`src/rtl/hyperbus_pkg.sv`:
```
// Shared types for the HyperBus transaction front-end: address region layout,
// recovery counter width and the chip-select decoder FSM state encoding.
package hyperbus_pkg;

    typedef struct packed {
        logic [31:0] end_addr;
        logic [31:0] start_addr;
    } addr_region_t;

    localparam int RWR_CNT_W = 4;

    typedef enum logic [1:0] {
        ST_IDLE    = 2'd0,
        ST_ISSUE   = 2'd1,
        ST_ACTIVE  = 2'd2,
        ST_RECOVER = 2'd3
    } state_e;

endpackage

```
`src/rtl/hyperbus_addr_match.sv`:
```
// Combinational address decode: compares one address against every region and
// returns the lowest-index match together with the region-relative offset.
module hyperbus_addr_match
    import hyperbus_pkg::*;
#(
    parameter int NR_CS = 2,
    parameter int IDX_W = (NR_CS > 1) ? $clog2(NR_CS) : 1
) (
    input  logic [31:0]                  i_addr,
    input  addr_region_t [NR_CS-1:0]     i_regions,
    output logic                         o_hit,
    output logic [IDX_W-1:0]             o_idx,
    output logic [31:0]                  o_offset
);

    // Walking from the top index down lets the lowest matching index win.
    // A region with start > end can never satisfy both bounds, so it is disabled.
    always_comb begin
        o_hit    = 1'b0;
        o_idx    = '0;
        o_offset = '0;
        for (int i = NR_CS - 1; i >= 0; i--) begin
            if ((i_addr >= i_regions[i].start_addr) &&
                (i_addr <= i_regions[i].end_addr)) begin
                o_hit    = 1'b1;
                o_idx    = IDX_W'(i);
                o_offset = i_addr - i_regions[i].start_addr;
            end
        end
    end

endmodule

```
`src/rtl/hyperbus_cs_decoder.sv`:
```
// HyperBus transaction front-end: accepts one request, decodes it to a one-hot
// chip select and region-relative address, and enforces the t_RWR recovery gap.
module hyperbus_cs_decoder
    import hyperbus_pkg::*;
#(
    parameter int NR_CS              = 2,
    parameter int ADDR_MAPPING_WIDTH = 64 * NR_CS,
    parameter int BURST_W            = 16
) (
    input  logic                          clk_i,
    input  logic                          rst_ni,
    input  logic [ADDR_MAPPING_WIDTH-1:0] cfg_addr_mapping_i,
    input  logic [31:0]                   cfg_t_rwr_i,
    input  logic                          trans_valid_i,
    output logic                          trans_ready_o,
    input  logic [31:0]                   trans_addr_i,
    input  logic                          trans_write_i,
    input  logic [BURST_W-1:0]            trans_burst_i,
    output logic                          out_valid_o,
    input  logic                          out_ready_i,
    output logic [NR_CS-1:0]              out_cs_o,
    output logic [31:0]                   out_addr_o,
    output logic                          out_write_o,
    output logic [BURST_W-1:0]            out_burst_o,
    output logic                          out_error_o,
    input  logic                          done_i,
    output logic                          busy_o
);

    localparam int IDX_W = (NR_CS > 1) ? $clog2(NR_CS) : 1;

    state_e                 r_state;
    state_e                 w_state_nxt;
    logic [RWR_CNT_W-1:0]   r_cnt;
    logic [RWR_CNT_W-1:0]   w_cnt_nxt;
    logic                   w_accept;

    addr_region_t [NR_CS-1:0] w_regions;
    logic                     w_hit;
    logic [IDX_W-1:0]         w_idx;
    logic [31:0]              w_offset;
    logic [NR_CS-1:0]         w_cs_onehot;
    logic [RWR_CNT_W-1:0]     w_rwr;
    logic                     w_unused_rwr;

    logic [NR_CS-1:0]   r_cs_p1;
    logic [31:0]        r_addr_p1;
    logic               r_write_p1;
    logic [BURST_W-1:0] r_burst_p1;
    logic               r_error_p1;

    for (genvar g = 0; g < NR_CS; g++) begin : g_region
        assign w_regions[g].start_addr = cfg_addr_mapping_i[64*g      +: 32];
        assign w_regions[g].end_addr   = cfg_addr_mapping_i[64*g + 32 +: 32];
    end

    assign w_rwr        = cfg_t_rwr_i[RWR_CNT_W-1:0];
    assign w_unused_rwr = ^cfg_t_rwr_i[31:RWR_CNT_W];

    hyperbus_addr_match #(
        .NR_CS (NR_CS),
        .IDX_W (IDX_W)
    ) u_addr_match (
        .i_addr    (trans_addr_i),
        .i_regions (w_regions),
        .o_hit     (w_hit),
        .o_idx     (w_idx),
        .o_offset  (w_offset)
    );

    assign w_cs_onehot = w_hit ? (NR_CS'(1) << w_idx) : '0;

    always_comb begin
        w_state_nxt = r_state;
        w_cnt_nxt   = r_cnt;
        w_accept    = 1'b0;
        unique case (r_state)
            ST_IDLE: begin
                if (trans_valid_i) begin
                    w_accept    = 1'b1;
                    w_state_nxt = ST_ISSUE;
                end
            end
            ST_ISSUE: begin
                // Error transactions never reach the memory, so no recovery gap.
                if (out_ready_i) begin
                    w_state_nxt = r_error_p1 ? ST_IDLE : ST_ACTIVE;
                end
            end
            ST_ACTIVE: begin
                if (done_i) begin
                    w_cnt_nxt   = w_rwr;
                    w_state_nxt = (w_rwr == '0) ? ST_IDLE : ST_RECOVER;
                end
            end
            ST_RECOVER: begin
                if (r_cnt <= RWR_CNT_W'(1)) begin
                    w_cnt_nxt   = '0;
                    w_state_nxt = ST_IDLE;
                end else begin
                    w_cnt_nxt = r_cnt - RWR_CNT_W'(1);
                end
            end
            default: begin
                w_state_nxt = ST_IDLE;
                w_cnt_nxt   = '0;
            end
        endcase
    end

    always_ff @(posedge clk_i or negedge rst_ni) begin
        if (!rst_ni) begin
            r_state <= ST_IDLE;
            r_cnt   <= '0;
        end else begin
            r_state <= w_state_nxt;
            r_cnt   <= w_cnt_nxt;
        end
    end

    // Accept stage: the map is only looked at here, so later map edits leave
    // the held transaction untouched.
    always_ff @(posedge clk_i or negedge rst_ni) begin
        if (!rst_ni) begin
            r_cs_p1    <= '0;
            r_addr_p1  <= '0;
            r_write_p1 <= 1'b0;
            r_burst_p1 <= '0;
            r_error_p1 <= 1'b0;
        end else if (w_accept) begin
            r_cs_p1    <= w_cs_onehot;
            r_addr_p1  <= w_hit ? w_offset : 32'd0;
            r_write_p1 <= trans_write_i;
            r_burst_p1 <= trans_burst_i;
            r_error_p1 <= ~w_hit;
        end
    end

    assign trans_ready_o = (r_state == ST_IDLE) && rst_ni;
    assign busy_o        = (r_state != ST_IDLE);
    assign out_valid_o   = (r_state == ST_ISSUE);
    assign out_cs_o      = r_cs_p1;
    assign out_addr_o    = r_addr_p1;
    assign out_write_o   = r_write_p1;
    assign out_burst_o   = r_burst_p1;
    assign out_error_o   = r_error_p1;

endmodule

```
`config.mk`:
```
export PLATFORM = sky130hd
export DESIGN_NAME = hyperbus_cs_decoder
export DESIGN_NICKNAME = d
export VERILOG_FILES = /design/src/rtl/hyperbus_pkg.sv /design/src/rtl/hyperbus_addr_match.sv /design/src/rtl/hyperbus_cs_decoder.sv
export SDC_FILE = /design/constraint.sdc
export NUM_CORES = 1
export LEC_CHECK = 0
export BUFFER_PORTS_ARGS = -buffer_cell sky130_fd_sc_hd__buf_4
export CORE_UTILIZATION = 40
export DETAILED_ROUTE_END_ITERATION = 6
export PLACE_DENSITY_LB_ADDON = 0.25
export SYNTH_ARGS = -nofsm -noshare
export SYNTH_HDL_FRONTEND = slang
export SYNTH_SLANG_ARGS = --single-unit
export TNS_END_PERCENT = 30
```
`constraint.sdc`:
```
create_clock -name clk_i -period 3.2 [get_ports clk_i]
set_clock_uncertainty 0.05 [all_clocks]
set_input_delay 0.32 -clock clk_i [delete_from_list [all_inputs] [get_ports clk_i]]
set_output_delay 0.32 -clock clk_i [all_outputs]
set_load 0.005 [all_outputs]
```
---- Word level (Yosys, flattened, before mapping) ----
Cells that the tools add are included.
operators by class
  add/subtract/negate cells ............... 3
  bitwise logic cells ..................... 1
  order comparisons ....................... 5
  muxes and demuxes ....................... 19
  equal/unequal tests ..................... 7
  reduce and logical (&&, ||, !) cells .... 9
  shift-type cells ........................ 1
operator list
  cell                   count
  $mux W32               3
  $ge A32 B32 Y1         2
  $le A32 B32 Y1         2
  $sub A32 B32 Y32       2
  $mux W2                7
  $mux W4                2
  $pmux W2 S4            1
  $pmux W4 S2            1
  $ne A2 B2 Y1 const B   3
  $mux W1                5
  $eq A2 B2 Y1 const B   2
  $le A4 B1 Y1 const B   1
  $logic_not A4 Y1       1
  $reduce_and A4 Y1      1
  $reduce_bool A2 Y1     2
  $sub A4 B1 Y4 const B  1
  $logic_and A1 B1 Y1    3
  $eq A2 B1 Y1 const B   1
  $logic_not A2 Y1       1
  $ne A2 B1 Y1 const B   1
  $reduce_and A2 Y1      1
  $shl A1 B1 Y2 const A  1
  $not A1 Y1             1
word-level totals
  flip-flop bits (word level) ............. 58
  input bits .............................. 214
  logic and storage cells ................. 52

---- Longest topological paths before layout ----
Gate-level depths: netlist (run 1).
  word-level depth ........................ 6
  mapped depth ............................ 15

---- Hierarchy ----
Synthesis (run 1) repeated with hierarchy kept, for this count alone.
unflattened totals
  cell total of the unflattened synthesis .. 1067
  area, all modules ....................... 8007.7 um^2
modules (own cells, without submodules)
  module               cells each  area each (um^2)  sequential area each (um^2)  instances
  hyperbus_addr_match  824         5461.5            0.0                          1
  hyperbus_cs_decoder  243         2546.2            1451.4                       1

---- Worst setup path before layout (run 1) ----
No wires, ideal clock.
  path type ............................... input port to flip-flop
  from .................................... input port trans_addr_i[0]
  to ...................................... register r_addr_p1[29] (netlist: out_addr_o[29])
  stages .................................. 15
  library setup time ...................... 0.069 ns
  path slack .............................. -0.091 ns
  arrival ................................. 3.172 ns
  path through ............................ inv_1 ha_1 inv_1 fa_1 a21o_1 a21o_1 o21ai_1 a311oi_1 o31a_1 o22a_1 buf_6 or3_1 buf_2 or4_1 nand3_1
on the way
  word-level cells in the longest chain between the ends .. 5
RTL lines
  element                                                   RTL line                                              text
  start: declaration                                        hyperbus_cs_decoder.sv:16                             input logic [31:0] trans_addr_i,
  $ge A32 B32 Y1 / $le A32 B32 Y1 (equally long branches)   hyperbus_addr_match.sv:23, hyperbus_addr_match.sv:24
  $logic_and A1 B1 Y1                                       hyperbus_addr_match.sv:23                             if ((i_addr >= i_regions[i].start_addr) &&
  $mux W32 / $mux W1 (equally long branches) (2 in series)  hyperbus_addr_match.sv:23
  $mux W32 *                                                hyperbus_cs_decoder.sv:132                            r_addr_p1 <= w_hit ? w_offset : 32'd0;
  end signal: assignment                                    hyperbus_cs_decoder.sv:132
  end: declaration                                          hyperbus_cs_decoder.sv:47                             logic [31:0] r_addr_p1;
Mark *: on every way between the ends. The rest lies on a longest branch, timed or not.
A chain may end at the register's enable or synchronous reset.

---- Final worst setup path (run 1) ----
Ends and elaborated chain as after synthesis.

==> key figures, run 1 <==
Power
  • Sw Ratio: 0.3768
  • Sequential power share: 0.266
  • Logic pwr share: 0.550
  • NetSw: 0.001868 W
  • Leak: 6.052 nW
  • Clock network power share: 0.184
  • Internal power: 0.003089 W
  • Power per cell area: 445.2 nW/um2
  • Design Power: 0.004956 W
  • Max VDD drop: 0.3089 mV

Layout
  • Multi-input gate area: 5756 um2
  • Final nets: 1756
  • Fin util: 0.5854
  • Area growth, synth to finish: 41.26%
  • Register area: 1451 um2
  • Final instance area: 11130 um2
  • Share of cells above drive strength 1: 0.2793
  • Ant. Diodes: 0
  • Fill count: 1884

Routing
  • # DRC: 0
  • Drt pass-1 iters: 5
  • Post-route ant nets: 0
  • Total number of vias: 8650
  • Vias/cell: 5.167
  • WL per Instance: 15.10 um
  • Iter 0 DRT Violations: 644
  • WL final: 25280 um

Timing
  • Fmax: 0.3287 GHz
  • Unrepaired setup endpoints after global routing: false
  • Final hold violations: 0
  • Slew @ Worst Pin: 952.5 ps
  • Final setup fails: 0
  • Fin crit period: 3042 ps
  • Max-slew headroom: 0.3569
  • Setup TNS: 0 ps
  • Final period util: 0.9506
  • Final Max Tran Viols: 0
  • Worst hold slack: 124.4 ps

Clock network
  • Number of clock sinks: 58
  • Cts bufs inserted: 9
  • Worst-path clk slew: 50 ps
  • Deepest clock path buffer count: 2
  • Setup bufs post-CTS: 0
  • Root Buffer: clkbuf_16
  • Clk_lat worst skew: 320 ps
  • CTS tree: done
  • H-tree depth: 3

Setup path
  • Crit path kind: input port to register
  • CP Launch Type: input port
  • Critical path capture point type: register
  • Reg2reg path depth: 5
  • Crit path required time: 3410 ps
  • Critical Path AT: 3250 ps
  • Crit path max fanout: 4

Floorplanning
  • Full die area: 20270 um2
  • Die width: 142.4 um
  • I/O pins: 269
  • Initial Util: 0.4144
  • Num rows: 50
  • Core region area: 19020 um2
  • Die height: 142.4 um

Global route
  • Largest net degree at the start of global routing: 59
  • Gr ovfl total: 0
  • Vias in the first global route: 8081
  • Initial antenna violation count: 0
  • GRT Total Usage: 0.2480
  • First-pass GRT wire length: 39770 um

Synthesis
  • EDFF count, synth: 0
  • Top post-synthesis cells by area: ha_1 (21%), dfrtp_1 (18%), inv_1 (7.0%)
  • Top_reg_cell synth: dfrtp_1
  • Sequential area share after synthesis: 0.1842
  • Synthesized instance count: 1067
  • Yosys warns: 0
  • Most frequent cell after synthesis: inv_1
  • Async S/R FF share, synth: 1.000
  • Post-synth top cells: inv_1 (147), nand2_1 (133), ha_1 (130), a21oi_1 (108), nor2_1 (73)
  • Syn_area_per_cell: 7.386 um2
  • Cell area after synthesis: 7881 um2
  • Post-synth net total: 1413
  • Post-synthesis sequential element count: 58
  • Area leader, netlist: ha_1
  • Top-area cell type share of the netlist area: 0.2064
  • Number of distinct library cells after synthesis: 62

Hold path
  • Worst hold path type: input port to async pin

Flow run
  • Max cap viols: 0

Place
  • Detail Placement HPWL: 22100 um
  • RePlAce Congestion: 0.9337
  • Port buffer count: 240
  • Area post-placement: 10840 um2

Status
  • Status: finished, final reports clean
-- cell type report --
type,count,area share
multi-input combinational,828,0.5170
sequential,58,0.1304
timing repair buffer,366,0.2479
tap,260,0.02922
clock inverter,3,0.003596
clock buffer,12,0.02214
inverter,147,0.04979
-- flip-flops by register name, summed over array words and instances (netlist names) --
name,cells
r_state,2
out_addr_o,32
out_burst_o,16
r_cnt,4
out_error_o,1
out_cs_o,2
out_write_o,1
-- critical path: stages --
cell	delay [ps]
buf_4	120
inv_4	70
ha_4	120
inv_1	50
fa_2	350
a21o_1	190
a21o_1	190
o21ai_1	150
a311oi_1	150
o31a_1	260
o22a_1	240
or3_1	430
or4_1	510
nand3_1	90
-- metal layers --
metal	up-vias	global-route usage	part of all wire
li1	4452	-	-
met3	26	0.02254	0.051
met4	0	0.05999	0.015
met5	-	0	0
met1	3903	0.3426	0.48
met2	269	0.4141	0.45
-- logic make-up after synthesis --
kind of cell,Yosys count,synth area share
AOI/OAI and AO/OA,326,0.2653
and+or+nand+nor,313,0.1867
buffers and inverters,181,0.08843
adders and majority gates,132,0.2115
DFF,58,0.1842
xor gates and xnor gates,54,0.06001
muxes,3,0.003969
-- cells in the final DEF, fill, tap and decap left out, types with 19 or more instances in the layout --
| cell | synthesis | final |
|---|---|---|
| a21oi_1 | 108 | 108 |
| nor2_1 | 73 | 73 |
| buf_4 | 0 | 365 |
| nand4_1 | 26 | 26 |
| a221oi_1 | 19 | 19 |
| o21ai_0 | 60 | 60 |
| nand2_1 | 133 | 132 |
| inv_1 | 147 | 146 |
| dfrtp_1 | 58 | 58 |
| xnor2_1 | 28 | 28 |
| ha_1 | 130 | 129 |
| a21o_1 | 44 | 44 |
| xor2_1 | 26 | 26 |
-- path summary, 6_finish.rpt --
check                             startpoint  slack, ps         endpoint
hold reg to reg               out_burst_o[7]        420   out_burst_o[7]
max in group asynchronous             rst_ni       2500      out_cs_o[0]
setup reg to reg                  r_state[1]        960   out_addr_o[29]
min in group clk_i         trans_burst_i[10]        140  out_burst_o[10]
hold / removal                        rst_ni        120   out_burst_o[6]
setup / recovery             trans_addr_i[0]        160   out_addr_o[29]
-- metrics by stage --
step | setup slack [ps] | std cells
finish | 158.1 | 1674
CTS | 183.5 | 1674
global placement | -112.8 | 1659
floorplan | 10.32 | 1067
global route | 44.69 | 1674
detailed placement | -150.8 | 1659
-- power by group through the flow --
stage / clock network [W] / registers [W] / logic (W)
after floorplan: 0 / 0.00132 / 0.00139
final: 0.000912 / 0.00132 / 0.00273
after detailed placement: 0 / 0.00133 / 0.00271
after global placement: 0 / 0.00132 / 0.00267
after global routing: 0.000970 / 0.00137 / 0.00303
after CTS: 0.000932 / 0.00132 / 0.00273
-- timing repair --
item,4_1_cts,5_1_grt
hold buffers,0,0
resized for setup,0,1
setup endpoints to repair,0,1
(Power assumes the default switching activity.)
==> run 2: changes to the inputs <==
--- a/config.mk
+++ b/config.mk
@@ -11,5 +11,6 @@
 export PLACE_DENSITY_LB_ADDON = 0.25
 export SYNTH_ARGS = -nofsm -noshare
 export SYNTH_HDL_FRONTEND = slang
+export SYNTH_HIERARCHICAL = 1
 export SYNTH_SLANG_ARGS = --single-unit
 export TNS_END_PERCENT = 30
==> key figures, run 2 <==
Status
  • Status: finished, final reports clean

Timing
  • Fmax: 0.3260 GHz (-0.83%)
  • Worst hold slack: 131.5 ps (+7.081 ps)
  • Max-slew headroom: 0.5101 (+0.1532)
  • Final hold violations: 0 (unchanged)
  • Final setup fails: 0 (unchanged)
  • Setup TNS: 0 ps (unchanged)
  • Final Max Tran Viols: 0 (unchanged)
  • Slew @ Worst Pin: 734.8 ps (-217.7 ps)
  • Unrepaired setup endpoints after global routing: false
  • Final period util: 0.9586 (+0.007970)
  • Fin crit period: 3067 ps (+25.50 ps)

Global route
  • First-pass GRT wire length: 37160 um (-6.6%)
  • GRT Total Usage: 0.2284 (-0.01960)
  • Largest net degree at the start of global routing: 59 (unchanged)
  • Initial antenna violation count: 0 (unchanged)
  • Vias in the first global route: 7741 (-4.2%)
  • Gr ovfl total: 0 (unchanged)

Setup path
  • Critical Path AT: 3220 ps (-30 ps)
  • Crit path kind: input port to register
  • CP Launch Point: trans_addr_i[0]
  • Crit path max fanout: 4 (unchanged)
  • CP Launch Type: input port
  • Critical path capture point type: register
  • Worst r2r src: r_state[1]
  • Crit path required time: 3350 ps (-60 ps)

Place
  • Detail Placement HPWL: 20490 um (-7.3%)
  • Port buffer count: 240 (unchanged)
  • RePlAce Congestion: 0.9330 (about the same)
  • Cells after DPL: 1605 (-3.3%)

Clock network
  • Cts bufs inserted: 9 (unchanged)
  • Clk_lat worst skew: 320 ps (about the same)
  • Root Buffer: clkbuf_16
  • Post-CTS Resized: 0 (unchanged)
  • CTS tree: done
  • Number of clock sinks: 58 (unchanged)
  • Deepest clock path buffer count: 2 (unchanged)
  • Setup bufs post-CTS: 0 (unchanged)
  • Worst-path clk slew: 50 ps (about the same)
  • H-tree depth: 3 (unchanged)
  • Post-cts hold buffer count: 0 (unchanged)

Layout
  • Ant. Diodes: 0 (unchanged)
  • Max reg flops: 32 (unchanged)
  • Final nets: 1697 (-3.4%)
  • Commonest non-fill, non-tap cell in the layout: buf_4
  • Most frequent cells in the layout: buf_4 (306), inv_1 (150), nand2_1 (137)
  • Multi-input gate area: 5834 um2 (+1.4%)
  • Area growth, synth to finish: 35.56%
  • Register area: 1451 um2 (unchanged)
  • Non-Filler Instances: 1621 (-3.2%)
  • Fill count: 1930 (+2.4%)
  • Share of cells above drive strength 1: 0.2706 (-0.008700)
  • Fin util: 0.5559 (-0.02946)

Routing
  • Total number of vias: 8338 (-3.6%)
  • WL per Instance: 14.64 um (-3.1%)
  • Routed length on met1: 11070 um (-8.5%)
  • WL final: 23730 um (-6.1%)
  • # DRC: 0 (unchanged)
  • Post-route ant nets: 0 (unchanged)
  • Met3 Routed Length: 1517 um (+18%)
  • Iter 0 DRT Violations: 469 (-27%)
  • Drt pass-1 iters: 5 (unchanged)
  • DR top layer: met4
  • Vias/cell: 5.144 (-0.46%)
  • Wire length on met2: 10660 um (-7.3%)

Synthesis
  • EDFF count, synth: 0 (unchanged)
  • Number of distinct library cells after synthesis: 67 (+8.1%)
  • Top post-synthesis cells by area: ha_1 (20%), dfrtp_1 (18%), inv_1 (7.1%)
  • Post-synth net total: 1413 (unchanged)
  • Synthesized instance count: 1067 (unchanged)
  • Most frequent cell after synthesis: inv_1
  • Sequential area share after synthesis: 0.1813 (-0.002906)
  • Syn_area_per_cell: 7.505 um2 (+1.6%)
  • Async S/R FF share, synth: 1.000 (unchanged)
  • Area leader, netlist: ha_1
  • Cell area after synthesis: 8008 um2 (+1.6%)
  • Post-synthesis sequential element count: 58 (unchanged)
  • Post-synth top cells: inv_1 (151), nand2_1 (137), ha_1 (130), a21oi_1 (85), o21ai_0 (77)
  • Top_reg_cell synth: dfrtp_1
  • Top-area cell type share of the netlist area: 0.2031 (-0.003257)
  • Yosys warns: 6 (+6)

Floorplanning
  • Core region area: 19530 um2 (+2.7%)
  • Initial Util: 0.4101 (-0.004309)
  • I/O pins: 269 (unchanged)
  • Die width: 143.5 um (+0.79%)
  • Die height: 143.5 um (+0.79%)
  • Full die area: 20590 um2 (+1.6%)
  • Num rows: 51 (+2.0%)

Power
  • Leak: 5.731 nW (-5.3%)
  • Power per cell area: 436.7 nW/um2 (-1.9%)
  • Max VDD drop: 0.3050 mV (-1.3%)

Flow run
  • Max cap viols: 0 (unchanged)

Hold path
  • Worst hold path type: input port to async pin
run 2: cell types whose count changed after synthesis, moves of 17 or more:
cell and change:
o21ai_1 +17, o21ai_0 +17, nand3_1 +25, mux2_4 +17
a21o_1 -24, a221oi_1 -17, nor2_1 -27, a21oi_1 -23
run 2: path summary, 6_finish.rpt:
kind	end	slack [ps]	cells after the start
setup / recovery	out_addr_o[30]	130	16
hold / removal	out_burst_o[10]	130	2
setup reg to reg	out_addr_o[18]	1370	4
hold reg to reg	out_addr_o[0]	430	2
max in group asynchronous	r_cnt[0]	2470	2
min in group clk_i	out_burst_o[14]	180	2
run 2: per-stage QoR:
stage	power (W)	area [um2]	worst slack [ps]
final	0.004741	10860	132.6
after global routing	0.005103	10860	11.91
after global placement	0.003623	10520	-139.6
after CTS	0.004769	10860	189.4
after floorplan	0.002667	8073	15.09
after detailed placement	0.003660	10520	-156.4
run 2: kinds of logic (layout without fill, tap and decap cells):
family	Yosys count	after routing	synth area share
flip-flops	58	58	0.1812
AND/OR/NAND/NOR	316	316	0.1870
buffers and inverters	186	475	0.09406
XOR/XNOR	58	58	0.06344
multiplexers	17	17	0.03187
adder cells (fa/ha/maj)	132	132	0.2081
AO/OA/AOI/OAI	300	300	0.2342
run 2: final cells by class:
cell class / count / share of cell area
multi-input combinational: 823 / 0.5375
timing repair buffer: 308 / 0.2153
sequential: 58 / 0.1337
inverter: 151 / 0.05221
tap: 265 / 0.03054
clock buffer: 10 / 0.02109
clock inverter: 6 / 0.009682
run 2: per-layer routing:
metal | up-vias | global-route usage
met5 | - | 0
met4 | 0 | 0.06831
met3 | 31 | 0.03299
met2 | 288 | 0.3822
met1 | 3710 | 0.3025
li1 | 4309 | -
run 2: worst max-delay path, stage by stage:
cell,delay (ps)
buf_4,100
inv_1,100
ha_1,170
inv_1,60
fa_1,400
nand3_1,110
a21oi_1,90
or3_1,400
a21o_1,210
a21oi_1,180
o21ai_0,210
a41oi_1,320
xor2_1,280
o22ai_2,120
nand2_1,90
o21ai_1,50
run 2: where the power goes:
part / internal [W] / total (W) / switching [W]
clock: 0.000754 / 0.00107 / 0.000312
combinational: 0.00129 / 0.00249 / 0.00120
sequential: 0.000996 / 0.00119 / 0.000190
total: 0.00304 / 0.00474 / 0.00170
